### config.mk
export PLATFORM = sky130hd
export DESIGN_NAME = generic_bus_arbiter
export DESIGN_NICKNAME = d
export VERILOG_FILES = /design/src/rtl/generic_bus_arb_pkg.sv /design/src/rtl/rr_priority_picker.sv /design/src/rtl/generic_bus_arbiter.sv
export SDC_FILE = /design/constraint.sdc
export NUM_CORES = 1
export LEC_CHECK = 0
export ABC_AREA = 1
export BUFFER_PORTS_ARGS = -buffer_cell sky130_fd_sc_hd__buf_2
export CORE_AREA = 5 5 105 107
export DETAILED_ROUTE_END_ITERATION = 16
export DIE_AREA = 0 0 110 112
export PLACE_DENSITY = 0.63
export SYNTH_ARGS = -nofsm -noshare
export SYNTH_HDL_FRONTEND = slang
export SYNTH_SLANG_ARGS = --single-unit
### constraint.sdc
create_clock -name CLK -period 1.1 [get_ports CLK]
set_input_delay 0.22 -clock CLK [delete_from_list [all_inputs] [get_ports CLK]]
set_output_delay 0.22 -clock CLK [all_outputs]
set_load 0.05 [all_outputs]
### src/rtl/generic_bus_arb_pkg.sv
`default_nettype none
// ============================================================================
// Module  : generic_bus_arb_pkg
// Brief   : Shared state encoding and index-width helper for the bus arbiter.
// Revision: 1.0 - initial release
// ============================================================================
package generic_bus_arb_pkg;

    typedef enum logic [0:0] {
        IDLE  = 1'b0,
        GRANT = 1'b1
    } arb_state_t;

    function automatic int arb_idx_w(input int n);
        return $clog2(n);
    endfunction

endpackage
`default_nettype wire

### src/rtl/rr_priority_picker.sv
`default_nettype none
// ============================================================================
// Module  : rr_priority_picker
// Brief   : Combinational picker; first active request at or after start_ptr,
//           wrapping modulo N_REQ.
// Revision: 1.0 - initial release
// ============================================================================
module rr_priority_picker
    import generic_bus_arb_pkg::*;
#(
    parameter  int N_REQ = 2,
    localparam int IDX_W = arb_idx_w(N_REQ)
) (
    input  logic [N_REQ-1:0] req,
    input  logic [IDX_W-1:0] start_ptr,
    output logic [IDX_W-1:0] idx,
    output logic             valid
);

    localparam logic [IDX_W:0] c_n_req = (IDX_W+1)'(N_REQ);

    logic [N_REQ-1:0] w_rot;
    logic [IDX_W:0]   w_sum;

    // Rotate so bit k of w_rot is requestor (start_ptr + k) mod N_REQ
    assign w_rot = N_REQ'({req, req} >> start_ptr);

    always_comb begin
        idx   = '0;
        valid = 1'b0;
        w_sum = '0;
        // Descending scan: the lowest rotated position is written last and wins
        for (int k = N_REQ - 1; k >= 0; k--) begin
            if (w_rot[k]) begin
                w_sum = {1'b0, start_ptr} + (IDX_W+1)'(k);
                valid = 1'b1;
            end
        end
        if (w_sum >= c_n_req) begin
            w_sum = w_sum - c_n_req;
        end
        idx = w_sum[IDX_W-1:0];
    end

endmodule
`default_nettype wire

### src/rtl/generic_bus_arbiter.sv
`default_nettype none
// ============================================================================
// Module  : generic_bus_arbiter
// Brief   : N-requestor generic-bus arbiter, grant held until the slave drops
//           busy. Define GENERIC_BUS_ARB_FIXED_PRIO_EN for fixed lowest-index
//           priority instead of round-robin.
// Revision: 1.0 - initial release
// ============================================================================
module generic_bus_arbiter
    import generic_bus_arb_pkg::*;
#(
    parameter int N_REQ  = 2,
    parameter int ADDR_W = 32,
    parameter int DATA_W = 32
) (
    input  logic                          CLK,
    input  logic                          nRST,
    input  logic [N_REQ*ADDR_W-1:0]       req_addr,
    input  logic [N_REQ*DATA_W-1:0]       req_wdata,
    input  logic [N_REQ-1:0]              req_ren,
    input  logic [N_REQ-1:0]              req_wen,
    input  logic [N_REQ*(DATA_W/8)-1:0]   req_byte_en,
    output logic [DATA_W-1:0]             req_rdata,
    output logic [N_REQ-1:0]              req_busy,
    output logic [ADDR_W-1:0]             out_addr,
    output logic [DATA_W-1:0]             out_wdata,
    output logic                          out_ren,
    output logic                          out_wen,
    output logic [DATA_W/8-1:0]           out_byte_en,
    input  logic [DATA_W-1:0]             out_rdata,
    input  logic                          out_busy
);

    localparam int BE_W  = DATA_W / 8;
    localparam int IDX_W = arb_idx_w(N_REQ);

    arb_state_t        r_state;
    arb_state_t        w_state_nxt;
    logic [IDX_W-1:0]  r_grant_idx;
    logic [IDX_W-1:0]  w_start;
    logic [IDX_W-1:0]  w_pick_idx;
    logic              w_pick_valid;
    logic [N_REQ-1:0]  w_active;
    logic              w_release;

    logic [ADDR_W-1:0] w_addr_arr  [N_REQ];
    logic [DATA_W-1:0] w_wdata_arr [N_REQ];
    logic [BE_W-1:0]   w_be_arr    [N_REQ];

    for (genvar i = 0; i < N_REQ; i++) begin : g_unpack
        assign w_addr_arr[i]  = req_addr[i*ADDR_W +: ADDR_W];
        assign w_wdata_arr[i] = req_wdata[i*DATA_W +: DATA_W];
        assign w_be_arr[i]    = req_byte_en[i*BE_W +: BE_W];
    end

    assign w_active  = req_ren | req_wen;
    assign req_rdata = out_rdata;

    // Leave GRANT on completion (active, not busy) or on abort (not active)
    assign w_release = (r_state == GRANT) && !(w_active[r_grant_idx] && out_busy);

    rr_priority_picker #(
        .N_REQ     (N_REQ)
    ) u_picker (
        .req       (w_active),
        .start_ptr (w_start),
        .idx       (w_pick_idx),
        .valid     (w_pick_valid)
    );

`ifdef GENERIC_BUS_ARB_FIXED_PRIO_EN
    assign w_start = '0;
`else
    localparam logic [IDX_W-1:0] c_last_idx = IDX_W'(N_REQ - 1);

    logic [IDX_W-1:0] r_rr_ptr;

    always_ff @(posedge CLK or negedge nRST) begin
        if (!nRST) begin
            r_rr_ptr <= '0;
        end else if (w_release) begin
            r_rr_ptr <= (r_grant_idx == c_last_idx) ? '0 : r_grant_idx + 1'b1;
        end
    end

    assign w_start = r_rr_ptr;
`endif

    always_ff @(posedge CLK or negedge nRST) begin
        if (!nRST) begin
            r_state     <= IDLE;
            r_grant_idx <= '0;
        end else begin
            r_state <= w_state_nxt;
            if (r_state == IDLE && w_pick_valid) begin
                r_grant_idx <= w_pick_idx;
            end
        end
    end

    always_comb begin
        w_state_nxt = r_state;
        out_addr    = '0;
        out_wdata   = '0;
        out_ren     = 1'b0;
        out_wen     = 1'b0;
        out_byte_en = '0;
        req_busy    = '1;
        case (r_state)
            IDLE: begin
                if (w_pick_valid) begin
                    w_state_nxt = GRANT;
                end
            end
            GRANT: begin
                out_addr              = w_addr_arr[r_grant_idx];
                out_wdata             = w_wdata_arr[r_grant_idx];
                out_ren               = req_ren[r_grant_idx];
                out_wen               = req_wen[r_grant_idx];
                out_byte_en           = w_be_arr[r_grant_idx];
                req_busy[r_grant_idx] = out_busy;
                if (w_release) begin
                    w_state_nxt = IDLE;
                end
            end
            default: begin
                w_state_nxt = IDLE;
            end
        endcase
    end

endmodule
`default_nettype wire

==> metrics.txt <==
synth warn=0; Skew-Pair Late Insertion Delay=0.22 ns; Final Cycle Share=150%; Yosys reg bits=3; Layout fillers=980; Layout area overhead=208%; Synth area leaders=nor2_1 37%, buf_4 22%, o21ai_0 21%, dfrtp_1 5.3%, buf_2 3.5%; CTS tree=built; crit-path max cell delay=0.41 ns; Inserted Diodes=0; mean area per synthesized cell=4.94 sq um; Distinct cells, synth=15; Critical Path RT=0.88 ns; failing checks=setup timing; Iteration-0 DRC Markers=79; share of the yosys chip area belonging to registers=5.27%; leakage power=1.87 nW; num rows=37; CP arrival=1.43 ns; CTS Sinks=3; M2 GR Usage=24.4%; largest area contributor in the netlist=nor2_1; Syn Nets=463; min cycle time layout=1.65 ns; H-tree Lvls=1; run status=finished with violations; via count=2715; die area=12300 sq um; Nets=665; Worst Hold Slack=0.295 ns; layout cells sized above 1=92.8%; pin count of the biggest net entering global routing=40; wire length per cell=14.9 microns; Placed Cells=609; clk_skew=0.00122 ns; vias in the first global route=2630; critical path class=flip-flop to primary output; Syn Inst Count=288; final non-filler cell total=625; Starting Density=14.2%; crit end category=primary output; total grt overflow=0; fin area=4380 sq um; VDD IR max=1510 uV; mapped cell area=1420 sq um; # IOs=279; Core Area=10000 sq um; routability cong.=0.820; relative slew slack=79.0%; Post-DP Area=3120 sq um; Reg clk slew, reported paths=0.03 ns; final worst slack=-0.552 ns; top-area cell type share of the netlist area=36.9%; Tot GR Track Use=11.9%; fmax=0.605 GHz; Final Slew Violations=0; most common cell after layout, fill and taps aside=buf_2; hold crit path type=input pin to flip-flop; routed wire length=9.29 mm; critical-path maximum fanout=19; worst-case clock buffer depth=2; setup violators final=75; met3 usage=1.74%; Final Hold Vio Count=0; RSZ-0062 raised after global routing=true; R2R cell count=10; CTS root buffer=clkbuf_8; CTS Buf Count=3; input/output buffers=214; power per cell area=3890 nW/um^2; first-pass GRT wire length=11.9 mm; worst-margin pin slew=0.314 ns; met1 Use GR=11.4%; Via density=4.34; ANT nets after route=0; DRT Pass-1 Iters=4; critical path's slowest cell=dfrtp_2; CP startpoint kind=flip-flop; width of the die=110 microns; CP Cell Sequence=buf_8, clkbuf_16, o21ai_2, nor2_4, buf_4; initial antenna violation count=0; Worst Hold Depth=3; Final Util=43.6%; Max-Cap Viols=0; dpl hpwl=6.28 mm; Die H=112 microns; most frequent cells in the layout=142 x buf_2, 84 x nor2_4, 51 x nor2_2, 51 x buf_4, 36 x o21ai_2; global routing's busiest layer=met2; DRC violations left=0
[power by group]
part / internal (mW) / total, mW / leakage, nW / switching, mW
combinational: 6.33 / 16.5 / 1.82 / 10.1
sequential: 0.176 / 0.265 / 0.0336 / 0.0892
clock: 0.248 / 0.329 / 0.0228 / 0.0811
[metal layers]
layer / up-vias / routed length (microns)
li1: 1296 / -
met1: 1272 / 2910
met2: 127 / 5560
met3: 20 / 631
met4: 0 / 189
met5: - / 0
[logic make-up after synthesis]
group,count (synthesis),synth area share (%)
AND/OR/NAND/NOR,154,41.3
AO/OA/AOI/OAI,73,25.7
buffers and inverters,58,27.7
flip-flops,3,5.27
[critical path, delay by kind of cell (launching register included)]
family                 cells  cell delay (ns)
buffers and inverters      3             0.54
flip-flops                 1             0.41
AND/OR/NAND/NOR            1             0.05
AO/OA/AOI/OAI              1             0.20
[registers in the layout, indices dropped and copies added, names as in the netlist]
name         count
r_grant_idx      1
r_rr_ptr         1
r_state          1
[repair_timing]
action / in CTS / in global routing
cloned: 1 / 4
endpoints found under the setup margin: 75 / 75
resized for setup: 138 / 163
pin swaps: 0 / 9
endpoints found under the hold margin: 3 / 0
hold buffers: 1 / 0
buffers inserted: 2 / 5
[Yosys cell counts, drive strengths merged]
cell	number
inv	3
o22ai	1
o21ai	71
dfrtp	3
a21oi	1
buf	52
nand2	10
clkbuf	3
nor2	140
nand3	4
[final cells by class]
class                      count  area, sq um  share of cell area [%]
clock buffer                   4         45.0                    1.03
inverter                       3         23.8                   0.542
multi-input combinational    227         2100                    47.9
sequential                     3         77.6                    1.77
tap                          136          170                    3.88
timing repair buffer         252         1970                    44.8
[stage by stage]
stage | setup WS (ns) | TNS [ns] | total power [mW]
after floorplan | -0.292 | -12.14 | 10.0
after global placement | -0.353 | -23.04 | 12.3
after detailed placement | -0.389 | -24.11 | 12.5
after CTS | -0.562 | -37.29 | 14.7
after global routing | -0.609 | -40.62 | 17.9
final | -0.552 | -36.78 | 17.1
[path summary, 6_finish.rpt]
path | start | endpoint | slack [ns]
max | r_grant_idx$_DFFE_PN0P_ | out_addr[7] | -0.55
min | out_busy | r_state$_DFF_PN0_ | 0.29
max reg2reg | r_grant_idx$_DFFE_PN0P_ | r_rr_ptr$_DFFE_PN0P_ | -0.33
min reg2reg | r_rr_ptr$_DFFE_PN0P_ | r_rr_ptr$_DFFE_PN0P_ | 0.50
max in group asynchronous | nRST | r_grant_idx$_DFFE_PN0P_ | 0.63
min in group asynchronous | nRST | r_state$_DFF_PN0_ | 0.34
No activity file was read; power rests on OpenSTA's default activity.
